===== src/rtl/alu_share_arbiter.sv =====
// Round-robin sharing of one combinational ALU between two requesters.
// Each accepted op spends one cycle in EXEC (ALU sees registered inputs) and
// one cycle in RESP (response pulse to the owner). A new op can be accepted
// in RESP, so a continuously loaded arbiter completes one op every 2 cycles.
module alu_share_arbiter #(
  parameter int unsigned data_width = 32
) (
  input  logic                  clk,
  input  logic                  reset,

  input  logic                  req0_valid,
  output logic                  req0_ready,
  input  logic [3:0]            req0_op,
  input  logic [data_width-1:0] req0_a,
  input  logic [data_width-1:0] req0_b,
  output logic                  rsp0_valid,
  output logic [data_width-1:0] rsp0_result,
  output logic                  rsp0_bcond,

  input  logic                  req1_valid,
  output logic                  req1_ready,
  input  logic [3:0]            req1_op,
  input  logic [data_width-1:0] req1_a,
  input  logic [data_width-1:0] req1_b,
  output logic                  rsp1_valid,
  output logic [data_width-1:0] rsp1_result,
  output logic                  rsp1_bcond,

  output logic [3:0]            alu_op,
  output logic [data_width-1:0] alu_in_1,
  output logic [data_width-1:0] alu_in_2,
  input  logic [data_width-1:0] alu_result,
  input  logic                  alu_bcond,

  output logic                  busy
);

  typedef enum logic [1:0] {
    StIdle = 2'd0,
    StExec = 2'd1,
    StResp = 2'd2
  } state_e;

  state_e                state_q, state_d;
  logic                  last_grant_q, last_grant_d;
  logic                  owner_q, owner_d;
  logic [3:0]            op_q, op_d;
  logic [data_width-1:0] in_1_q, in_1_d;
  logic [data_width-1:0] in_2_q, in_2_d;
  logic [data_width-1:0] res0_q, res0_d;
  logic [data_width-1:0] res1_q, res1_d;
  logic                  bcond0_q, bcond0_d;
  logic                  bcond1_q, bcond1_d;

  logic any_valid;
  logic win_id;
  logic window;
  logic accept;

  // Arbitration: a lone requester always wins; on contention the one not
  // granted last time wins. The winner's valid is high by construction, so
  // an open window plus any valid is already a handshake.
  always_comb begin
    any_valid = req0_valid | req1_valid;
    if (req0_valid && req1_valid) begin
      win_id = ~last_grant_q;
    end else begin
      win_id = req1_valid;
    end
    window     = (state_q == StIdle) || (state_q == StResp);
    accept     = window && any_valid;
    req0_ready = accept && !win_id;
    req1_ready = accept && win_id;
  end

  // Next-state logic: FSM sequencing, operand latching and result capture.
  always_comb begin
    state_d      = state_q;
    last_grant_d = last_grant_q;
    owner_d      = owner_q;
    op_d         = op_q;
    in_1_d       = in_1_q;
    in_2_d       = in_2_q;
    res0_d       = res0_q;
    res1_d       = res1_q;
    bcond0_d     = bcond0_q;
    bcond1_d     = bcond1_q;

    unique case (state_q)
      StIdle: begin
        if (accept) begin
          state_d = StExec;
        end
      end
      StExec: begin
        state_d = StResp;
        // Only the owner's response registers change; the other side holds.
        if (owner_q) begin
          res1_d   = alu_result;
          bcond1_d = alu_bcond;
        end else begin
          res0_d   = alu_result;
          bcond0_d = alu_bcond;
        end
      end
      StResp: begin
        state_d = accept ? StExec : StIdle;
      end
      default: begin
        state_d = StIdle;
      end
    endcase

    // accept is only ever true in IDLE or RESP.
    if (accept) begin
      owner_d      = win_id;
      last_grant_d = win_id;
      if (win_id) begin
        op_d   = req1_op;
        in_1_d = req1_a;
        in_2_d = req1_b;
      end else begin
        op_d   = req0_op;
        in_1_d = req0_a;
        in_2_d = req0_b;
      end
    end
  end

  // State and datapath registers; reset discards any in-flight op.
  always_ff @(posedge clk or posedge reset) begin
    if (reset) begin
      state_q      <= StIdle;
      last_grant_q <= 1'b1;
      owner_q      <= 1'b0;
      op_q         <= '0;
      in_1_q       <= '0;
      in_2_q       <= '0;
      res0_q       <= '0;
      res1_q       <= '0;
      bcond0_q     <= 1'b0;
      bcond1_q     <= 1'b0;
    end else begin
      state_q      <= state_d;
      last_grant_q <= last_grant_d;
      owner_q      <= owner_d;
      op_q         <= op_d;
      in_1_q       <= in_1_d;
      in_2_q       <= in_2_d;
      res0_q       <= res0_d;
      res1_q       <= res1_d;
      bcond0_q     <= bcond0_d;
      bcond1_q     <= bcond1_d;
    end
  end

  // Output decode: response pulse goes only to the owner during RESP.
  always_comb begin
    busy        = (state_q == StExec);
    rsp0_valid  = (state_q == StResp) && !owner_q;
    rsp1_valid  = (state_q == StResp) && owner_q;
    rsp0_result = res0_q;
    rsp0_bcond  = bcond0_q;
    rsp1_result = res1_q;
    rsp1_bcond  = bcond1_q;
    alu_op      = op_q;
    alu_in_1    = in_1_q;
    alu_in_2    = in_2_q;
  end

endmodule


===== config.mk =====
export PLATFORM = sky130hd
export DESIGN_NAME = alu_share_arbiter
export DESIGN_NICKNAME = d
export VERILOG_FILES = /design/src/rtl/alu_share_arbiter.sv
export SDC_FILE = /design/constraint.sdc
export NUM_CORES = 1
export LEC_CHECK = 0
export ABC_AREA = 0
export CAP_MARGIN = 20
export CORE_MARGIN = 8
export CORE_UTILIZATION = 42
export DETAILED_ROUTE_END_ITERATION = 16
export HOLD_SLACK_MARGIN = 0.06
export PLACE_DENSITY = 0.85
export SYNTH_ARGS = -nofsm -noshare
export SYNTH_HDL_FRONTEND = slang
export SYNTH_SLANG_ARGS = --single-unit

===== constraint.sdc =====
create_clock -name clk -period 8.6 [get_ports clk]
set_input_delay 1.29 -clock clk [delete_from_list [all_inputs] [get_ports clk]]
set_output_delay 1.29 -clock clk [all_outputs]
set_load 0.005 [all_outputs]

# Yosys cells after proc, flatten, opt, wreduce, memory -nomap -nowiden
# Cells that the tools add are included.
[totals] register_bits=138 output_inout_bits=139 inputBits=173 wordCells=35
[classes] n_eq_ne=3 bitwise_logic=3 muxes=7 reduce_logical=12
[op_table] op="$mux W32" count=2
[op_table] op="$logic_and A1 B1 Y1" count=6
[op_table] op="$pmux W2 S3" count=1
[op_table] op="$mux W4" count=1
[op_table] op="$reduce_and A2 Y1" count=2
[op_table] op="$eq A2 B1 Y1 const B" count=1
[op_table] op="$eq A2 B2 Y1 const B" count=1
[op_table] op="$logic_not A1 Y1" count=2
[op_table] op="$logic_not A2 Y1" count=1
[op_table] op="$mux W1" count=2
[op_table] op="$mux W2" count=1
[op_table] op="$ne A2 B2 Y1 const B" count=1
[op_table] op="$not A1 Y1" count=2
[op_table] op="$logic_or A1 B1 Y1" count=1
[op_table] op="$or A1 B1 Y1" count=1

# Depth between registers and ports, before layout
# Gate-level depths: netlist (run 1).
[logic_depth] word_depth=5 depth_mapped=6 mapped_depth_nobuf=3

# Worst setup path after synthesis (run 1)
# No wires, ideal clock.
[synth_path] path_type="input to output" startpoint="in req1_valid" endpoint="out req1_ready" arrival_time_ns=1.879 t_required_ns=7.310 path_slack_ns=5.431 n_path_buf=1 stages=3 path_cell_list="inv_1 > a211oi_2 > buf_2"
[synth_via] elab_chain_len=3 word_cells_on_any_way=5 classes_between="mux: 1; bitwise: 1; reduce/logical: 3"
[synth_lines] item="start, declared" line="20" text="input logic req1_valid,"
[synth_lines] item="$or A1 B1 Y1 or $logic_and A1 B1 Y1 (tied branches)" line="64, 65"
[synth_lines] item="$logic_and A1 B1 Y1 or $mux W1 (tied branches)" line="71, 65"
[synth_lines] item="$logic_and A1 B1 Y1 (*)" line="73" text="req1_ready = accept && win_id;"
[synth_lines] item="end, declared" line="21" text="output logic req1_ready,"
# Every way passes the cells marked *; elsewhere a longest branch is shown, timed or not.

# Final worst setup path (run 1)
# Ends and elaborated chain as after synthesis.

==> results of run 1 <==
==> path summary, 6_finish.rpt <==
| path | start | end | slack [ns] | cells past startpoint |
|---|---|---|---|---|
| min in group asynchronous | reset | alu_in_2[7] | 1.40 | 2 |
| max in group asynchronous | reset | rsp0_result[11] | 5.74 | 3 |
| min | rsp0_result[30] | rsp0_result[30] | 0.49 | 1 |
| max | req1_valid | req1_ready | 3.91 | 5 |
| min reg2reg | rsp0_result[30] | rsp0_result[30] | 0.49 | 1 |
| max reg2reg | state_q[0] | alu_in_2[1] | 6.84 | 4 |
==> critical path: cells and delay by family <==
family / cells / cell delay (ns)
buffers and inverters: 4 / 1.91
AO/OA/AOI/OAI: 1 / 0.16
==> registers in the layout, summed over array words and instances (netlist names) <==
name          flops
alu_in_1         32
owner_q           1
rsp1_result      32
alu_op            4
alu_in_2         32
last_grant_q      1
rsp0_bcond        1
state_q           2
rsp0_result      32
rsp1_bcond        1
==> cell type report <==
type                    count  area, µm²  area share
inverters                   4       17.5     0.00185
flip-flops and latches    138       3450       0.365
well taps                 176        220      0.0232
clock inverters            11        193      0.0203
repair buffers            317       3180       0.335
clock buffers              19        453      0.0478
multi-input cells         213       1960       0.207
==> Yosys cell counts <==
| cell type | count |
|---|---|
| buf_1 | 1 |
| and3_1 | 1 |
| o21bai_1 | 1 |
| dfrtp_1 | 137 |
| clkbuf_1 | 15 |
| nor2b_1 | 1 |
| buf_2 | 3 |
| a211oi_2 | 1 |
| nor3b_1 | 1 |
| mux2_1 | 2 |
| nor3_4 | 1 |
| dfstp_2 | 1 |
| buf_6 | 3 |
| and2_1 | 68 |
| inv_1 | 3 |
| a21o_1 | 2 |
| inv_2 | 1 |
| nand2_1 | 1 |
| a221o_1 | 68 |
| and2b_1 | 1 |
| buf_4 | 6 |
| o211a_1 | 1 |
| mux2_2 | 64 |
==> power by group through the flow <==
stage               Combinational [W]  Sequential [W]  Clock (W)
finish                       0.000929        0.000995   0.000800
global route                 0.000993         0.00102   0.000843
CTS                          0.000945        0.000996   0.000816
detailed placement           0.000939         0.00100          0
global placement             0.000913        0.000989          0
floorplan                    0.000292         0.00100          0
==> metrics by stage <==
| stage | hold slack (ns) | cells | power (W) | area [µm²] |
|---|---|---|---|---|
| floorplan | 0.483 | 383 | 0.00129 | 5570 |
| global placement | 0.469 | 847 | 0.00190 | 8800 |
| detailed placement | 0.476 | 848 | 0.00194 | 8830 |
| CTS | 0.489 | 878 | 0.00276 | 9480 |
| global route | 0.510 | 878 | 0.00286 | 9480 |
| finish | 0.487 | 878 | 0.00272 | 9480 |
==> metal layers <==
layer / vias to the layer above / GRT usage
li1: 2047 / -
met4: 0 / 0.0710
met5: - / 0
met1: 2303 / 0.255
met3: 26 / 0.0838
met2: 250 / 0.374
==> logic make-up after synthesis <==
family	synth area share
buffers and inverters	0.0303
AND/OR/NAND/NOR	0.0850
multiplexers	0.134
flip-flops	0.621
AO/OA/AOI/OAI	0.130
==> metrics.txt, run 1 <==
row count=42; YS warnings=0; I/O Buffers=311; Overall Global Routing Usage=0.222; ANT nets after route=0; CTS clk-pin slew, worst paths=0.06 ns; clock skew=0.00877 ns; kind of end point of the critical path=output port; Hold Path Class=reg2reg; Worst Path Max Fanout=71; Final #Nets=864; Cells after Synth=383; CTS tree=yes; Slowest cell on crit path=clkdlybuf4s50_1; WP data required=7.31 ns; met1 wire length=7520 µm; final hold violation count=0; layout cells sized above 1=0.152; Synthesized Nets=556; clock latency on the worst-skew pair=0.41 ns; sw frac=0.256; chip height=131 µm; pwr dens=287 nW/µm²; clock power share=0.294; Pre-Repair DR Iteration Count=4; worst endpoint data arrival time=3.40 ns; WL met3=1570 µm; Slew Limit Headroom=0.372; Cell Area, Synth=5570 µm²; Comb pwr share=0.341; postcts setup bufs=0; Pint=0.00203 W; post-synthesis sequential area ratio=0.621; initial antenna violation count=0; worst slack at placement=3.94 ns; wire length of the first global-routing pass=30,300 µm; max layer used=met4; most used cell, CP=clkdlybuf4s50_1; final worst slack=3.91 ns; Synth cell types=23; Synth area leader=dfrtp_1; Die ar.=17,200 µm²; Vias=4,626; crit start category=input port; met2 wire len=9610 µm; CP Class=in2out; most common cell after layout, fill and taps aside=clkdlybuf4s50_1; Core Footprint=13,100 µm²; vias in the first global route=5,213; gr ovfl total=0; Max clock buf depth=2; top cells by area, synth=dfrtp_1, mux2_2, a221o_1, and2_1, clkbuf_1; final setup violation count=0; DRT iter0 DRCs=372; H-Tree Depth=4; worst path cell trace=clkdlybuf4s50_1 > inv_1 > a211oi_4 > buf_4 > clkdlybuf4s50_1; sequential share of power=0.365; NetSw=0.000697 W; Remaining DRCs=0; syn avg cell area=14.5 µm²; Num CTS Buffers=17; drt total wl=19,100 µm; crit share post-route=0.545; Worst path max stage delay=0.64 ns; post-synth top area share=0.616; num ports=312; minimum clock period=4.69 ns; GP Congestion=0.827; Synth Register Bits=138; final design utilization=0.724; Starting Density=0.425; CTS sink count=138; Avg WL per Cell=21.8 µm; via/cell ratio=5.27; maxcap violations=0; Fmax achieved=0.213 GHz; Peak VDD IR=0.126 mV; CTS Hold Bufs=0; HPWL Detailed=14,400 µm; P_leak=3.95 nW; Die Wd=131 µm; largest net degree at the start of global routing=78; Area growth syn-to-layout=70.3%; fin. max-slew vios=0; Fillers=823; Root Buffer Master=clkbuf_16; setup TNS=0 ns; most frequent cells in the layout=clkdlybuf4s50_1, dfrtp_1, and2_1, a221o_1, mux2_2; Worst-Margin Slew=0.943 ns; post-cts repair resize count=0; status=complete, no violations; # diodes=0; unrepaired setup endpoints after global routing=false
(Power assumes the default switching activity.)
==> run 2, diff against run 1 <==
Settings changed: CORE_UTILIZATION 42 to 35, PLACE_DENSITY 0.85 to 0.75.
Clock period 8.6 ns to 4.1 ns, I/O delays scaled along.
==> run 2 against run 1 <==
Against the previous run:
- critical endpoint unchanged
- clock power is 100% higher
- combinational power is 110% higher
- clock-buffer cell count is 3 higher
- first-iteration DRC count is 58% lower
- cell count is 5.2% higher
- critical path depth is 1 lower
- sequential cell count stayed put
- largest cell class unchanged
- non-clock buffer count is 3 higher
==> metrics.txt, run 2 (synthesized netlist as in run 1, its figures left out) <==
Root Buffer Master=clkbuf_16; CTS sink count=138; CTS tree=yes; Die Wd=142 µm; WP data required=3.48 ns; Avg WL per Cell=20.8 µm; minimum clock period=2.69 ns; H-Tree Depth=4; wire length of the first global-routing pass=29,600 µm; most common cell after layout, fill and taps aside=clkdlybuf4s50_1; initial antenna violation count=1; NetSw=0.00144 W; largest net degree at the start of global routing=71; postcts setup bufs=0; CP Class=in2out; placed instance area=8910 µm²; sw frac=0.257; R2R setup slack=2.27 ns; Area growth syn-to-layout=71.7%; CTS clk-pin slew, worst paths=0.06 ns; HPWL Detailed=14,300 µm; clock latency on the worst-skew pair=0.41 ns; Final #Nets=867; most used cell, CP=clkdlybuf4s50_1; Comb pwr share=0.345; Core Footprint=15,700 µm²; Vias=4,609; Hold Path Class=in2async; Pint=0.00417 W; setup TNS=0 ns; drt total wl=19,300 µm; GP Congestion=0.804; kind of end point of the critical path=output port; layout cells sized above 1=0.157; via/cell ratio=4.99; most frequent cells in the layout=clkdlybuf4s50_1, dfrtp_1, and2_1, a221o_1, mux2_2; Design Area, Final=9560 µm²; Top delay family on crit path=buffers and inverters; maxcap violations=0; crit start category=input port; Peak VDD IR=0.299 mV; Max clock buf depth=2; gr ovfl total=0; Worst-Margin Slew=0.784 ns; Fmax achieved=0.372 GHz; worst endpoint data arrival time=2.07 ns; worst path cell trace=clkdlybuf4s50_1 > inv_1 > a211oi_4 > clkdlybuf4s50_1; Worst Path Max Fanout=2; Die ar.=20,200 µm²; fin. max-slew vios=0; clock skew=0.00832 ns; I/O Buffers=311; Remaining DRCs=0; Fillers=1,241; Slowest cell on crit path=clkdlybuf4s50_1; Starting Density=0.354; status=complete, no violations; row count=46; P_leak=3.96 nW; DRT iter0 DRCs=157; pwr dens=587 nW/µm²; Worst path max stage delay=0.61 ns; Worst Path Buf+Inv=3; final setup violation count=0; Num CTS Buffers=17; Slew Limit Headroom=0.477; Overall Global Routing Usage=0.189; post-cts repair resize count=0; sequential share of power=0.371; Pre-Repair DR Iteration Count=4; clock power share=0.284; vias in the first global route=5,251; CTS Hold Bufs=0; chip height=142 µm; unrepaired setup endpoints after global routing=false; num ports=312; final hold violation count=0; crit share post-route=0.656; ANT nets after route=0
-- run 2: cell type report --
cell class / count / area (µm²) / area share
well taps: 216 / 270 / 0.0283
diodes: 1 / 2.50 / 0.000262
multi-input cells: 213 / 1960 / 0.205
inverters: 4 / 18.8 / 0.00196
clock inverters: 10 / 139 / 0.0145
clock buffers: 22 / 484 / 0.0507
repair buffers: 320 / 3230 / 0.338
flip-flops and latches: 138 / 3450 / 0.362
-- run 2: through the flow --
| stage | hold slack [ns] | cells | setup slack, ns | util | total power (W) |
|---|---|---|---|---|---|
| after floorplan | 0.483 | 383 | 1.76 | - | 0.00271 |
| after global placement | 0.472 | 889 | 1.38 | 0.565 | 0.00399 |
| after detailed placement | 0.475 | 890 | 1.40 | 0.567 | 0.00406 |
| after CTS | 0.498 | 922 | 1.38 | 0.607 | 0.00570 |
| after global routing | 0.470 | 924 | 1.34 | 0.608 | 0.00592 |
| final | 0.472 | 924 | 1.41 | 0.608 | 0.00561 |
-- run 2: per-layer routing --
metal | share of wire | global-route usage
met2 | 0.49 | 0.318
met5 | 0 | 0
met1 | 0.38 | 0.204
met4 | 0.029 | 0.0797
met3 | 0.10 | 0.0842
-- run 2: power by group through the flow --
| stage | clock (W) | combinational [W] | sequential [W] |
|---|---|---|---|
| after floorplan | 0 | 0.000613 | 0.00210 |
| after CTS | 0.00164 | 0.00197 | 0.00209 |
| final | 0.00160 | 0.00194 | 0.00208 |
| after global placement | 0 | 0.00191 | 0.00207 |
| after global routing | 0.00171 | 0.00207 | 0.00214 |
| after detailed placement | 0 | 0.00196 | 0.00210 |
-- run 2: final timing paths --
kind | start | end | cells past startpoint
min reg2reg | rsp0_result[29] | rsp0_result[29] | 1
max | req1_valid | req1_ready | 4
min in group clk | rsp0_result[29] | rsp0_result[29] | 1
max reg2reg | state_q[0] | alu_op[3] | 3
min | reset | rsp0_result[4] | 2
max in group asynchronous | reset | rsp1_result[28] | 4
==> run 3, diff against run 2 <==
Settings changed: CORE_UTILIZATION 35 to 39, PLACE_DENSITY 0.75 to 0.79.
Clock period 4.1 ns to 2.5 ns, I/O delays scaled along.
==> run 3 against run 2 <==
Against the previous run:
- total power rose by 66%
- register-to-register slack worse by 1.5 ns
- non-clock buffer count did not move
- sequential power is 64% higher
- via count about the same
- first-iteration DRC count up 24%
- clock-buffer cell count is 1 lower
- critical path depth unchanged
- hold slack lost 0.044 ns
- final area fell by 0.42%
- cell count is 4.0% lower
- wire length fell by 2.8%
- highest routed layer unchanged
==> metrics.txt, run 3 (synthesized netlist as in run 1, its figures left out) <==
gr ovfl total=0; RR Endpoint=rsp0_result[4]; kind of end point of the critical path=output port; status=complete, no violations; ANT nets after route=0; CTS sink count=138; P_leak=3.96 nW; crit start category=input port; worst endpoint data arrival time=1.80 ns; Final #Nets=867; NetSw=0.00233 W; Hold Path Class=in2async; crit share post-route=0.872; Max clock buf depth=2; Die ar.=18,300 µm²; setup TNS=0 ns; I/O Buffers=311; Die Wd=135 µm; row count=43; Design Area, Final=9520 µm²; GP Congestion=0.778; DRT iter0 DRCs=195; CP Class=in2out; minimum clock period=2.18 ns; fin. max-slew vios=0; layout cells sized above 1=0.156; postcts setup bufs=0; clock power share=0.295; final worst slack=0.321 ns; Worst Path Max Fanout=3; final hold violation count=0; R2R setup slack=0.75 ns; Core Footprint=13,900 µm²; Slowest cell on crit path=clkdlybuf4s50_1; R2R cell count=4; post-cts repair resize count=0; wire length of the first global-routing pass=28,400 µm; Fillers=962; Avg WL per Cell=21.1 µm; register area=3450 µm²; FF-to-FF Start=state_q[0]; clock skew=0.00390 ns; Num CTS Buffers=17; most used cell, CP=clkdlybuf4s50_1; HPWL Detailed=14,300 µm; clock latency on the worst-skew pair=0.41 ns; CTS Hold Bufs=0; Overall Global Routing Usage=0.202; CTS clk-pin slew, worst paths=0.05 ns; H-Tree Depth=4; unrepaired setup endpoints after global routing=false; CTS tree=yes; Peak VDD IR=0.548 mV; sw frac=0.250; num ports=312; largest net degree at the start of global routing=82; Vias=4,605; sequential share of power=0.366; Worst-Margin Slew=0.754 ns; worst slack at placement=0.293 ns; Fmax achieved=0.459 GHz; Slew Limit Headroom=0.497; placed instance area=8860 µm²; most frequent cells in the layout=clkdlybuf4s50_1, dfrtp_1, and2_1, a221o_1, mux2_2; worst path cell trace=clkdlybuf4s50_1 > inv_1 > o211a_2 > clkdlybuf4s50_1; maxcap violations=0; Comb pwr share=0.339; Pint=0.00698 W; WP data required=2.12 ns; # diodes=0; Area growth syn-to-layout=71.0%; chip height=135 µm; Remaining DRCs=0; Pre-Repair DR Iteration Count=6; pwr dens=979 nW/µm²; Starting Density=0.399; final setup violation count=0; vias in the first global route=5,049; initial antenna violation count=0; Root Buffer Master=clkbuf_16; Worst path max stage delay=0.53 ns; via/cell ratio=5.19; most common cell after layout, fill and taps aside=clkdlybuf4s50_1; drt total wl=18,700 µm; Multi-input gate area=1960 µm²
## run 3: layout make-up
| cell class | instances | area share |
|---|---|---|
| inverters | 4 | 0.00197 |
| clock inverters | 11 | 0.0200 |
| flip-flops and latches | 138 | 0.363 |
| clock buffers | 21 | 0.0484 |
| multi-input cells | 213 | 0.206 |
| well taps | 180 | 0.0237 |
| repair buffers | 320 | 0.337 |
## run 3: power groups by stage
stage | combinational (W) | clock, W | sequential, W
2_1_floorplan | 0.00101 | 0 | 0.00344
3_5_place_dp | 0.00321 | 0 | 0.00343
4_1_cts | 0.00322 | 0.00280 | 0.00342
5_1_grt | 0.00337 | 0.00290 | 0.00352
6_report | 0.00316 | 0.00274 | 0.00341
3_3_place_gp | 0.00313 | 0 | 0.00341
## run 3: through the flow
| step | hold WS (ns) | instances | util | total power, W |
|---|---|---|---|---|
| floorplan | 0.483 | 383 | - | 0.00445 |
| global placement | 0.477 | 855 | 0.636 | 0.00654 |
| detailed placement | 0.492 | 855 | 0.636 | 0.00664 |
| CTS | 0.421 | 887 | 0.683 | 0.00944 |
| global route | 0.447 | 887 | 0.683 | 0.00979 |
| finish | 0.428 | 887 | 0.683 | 0.00931 |
## run 3: how the worst max path moves through the flow
stage	start	endpoint	slack (ns)
6_report	req1_valid	req0_ready	0.32
5_1_grt	req1_valid	req0_ready	0.28
4_1_cts	req1_valid	req0_ready	0.30
3_5_place_dp	req1_valid	alu_in_1[23]	0.29
3_3_place_gp	req1_valid	req0_ready	0.31
2_1_floorplan	reset	alu_in_1[0]	0.40
## run 3: routing by layer
layer,track usage,wire length [µm],vias up,share of wire
met5,0,0,-,0
met4,0.0944,593,0,0.032
met3,0.0764,1730,37,0.092
met2,0.333,9060,251,0.48
met1,0.227,7340,2265,0.39
li1,-,-,2052,-
## run 3: worst max-delay path, delay by kind of cell
family / cells / cell delay (ns)
buffers and inverters: 3 / 1.14
AO/OA/AOI/OAI: 1 / 0.29
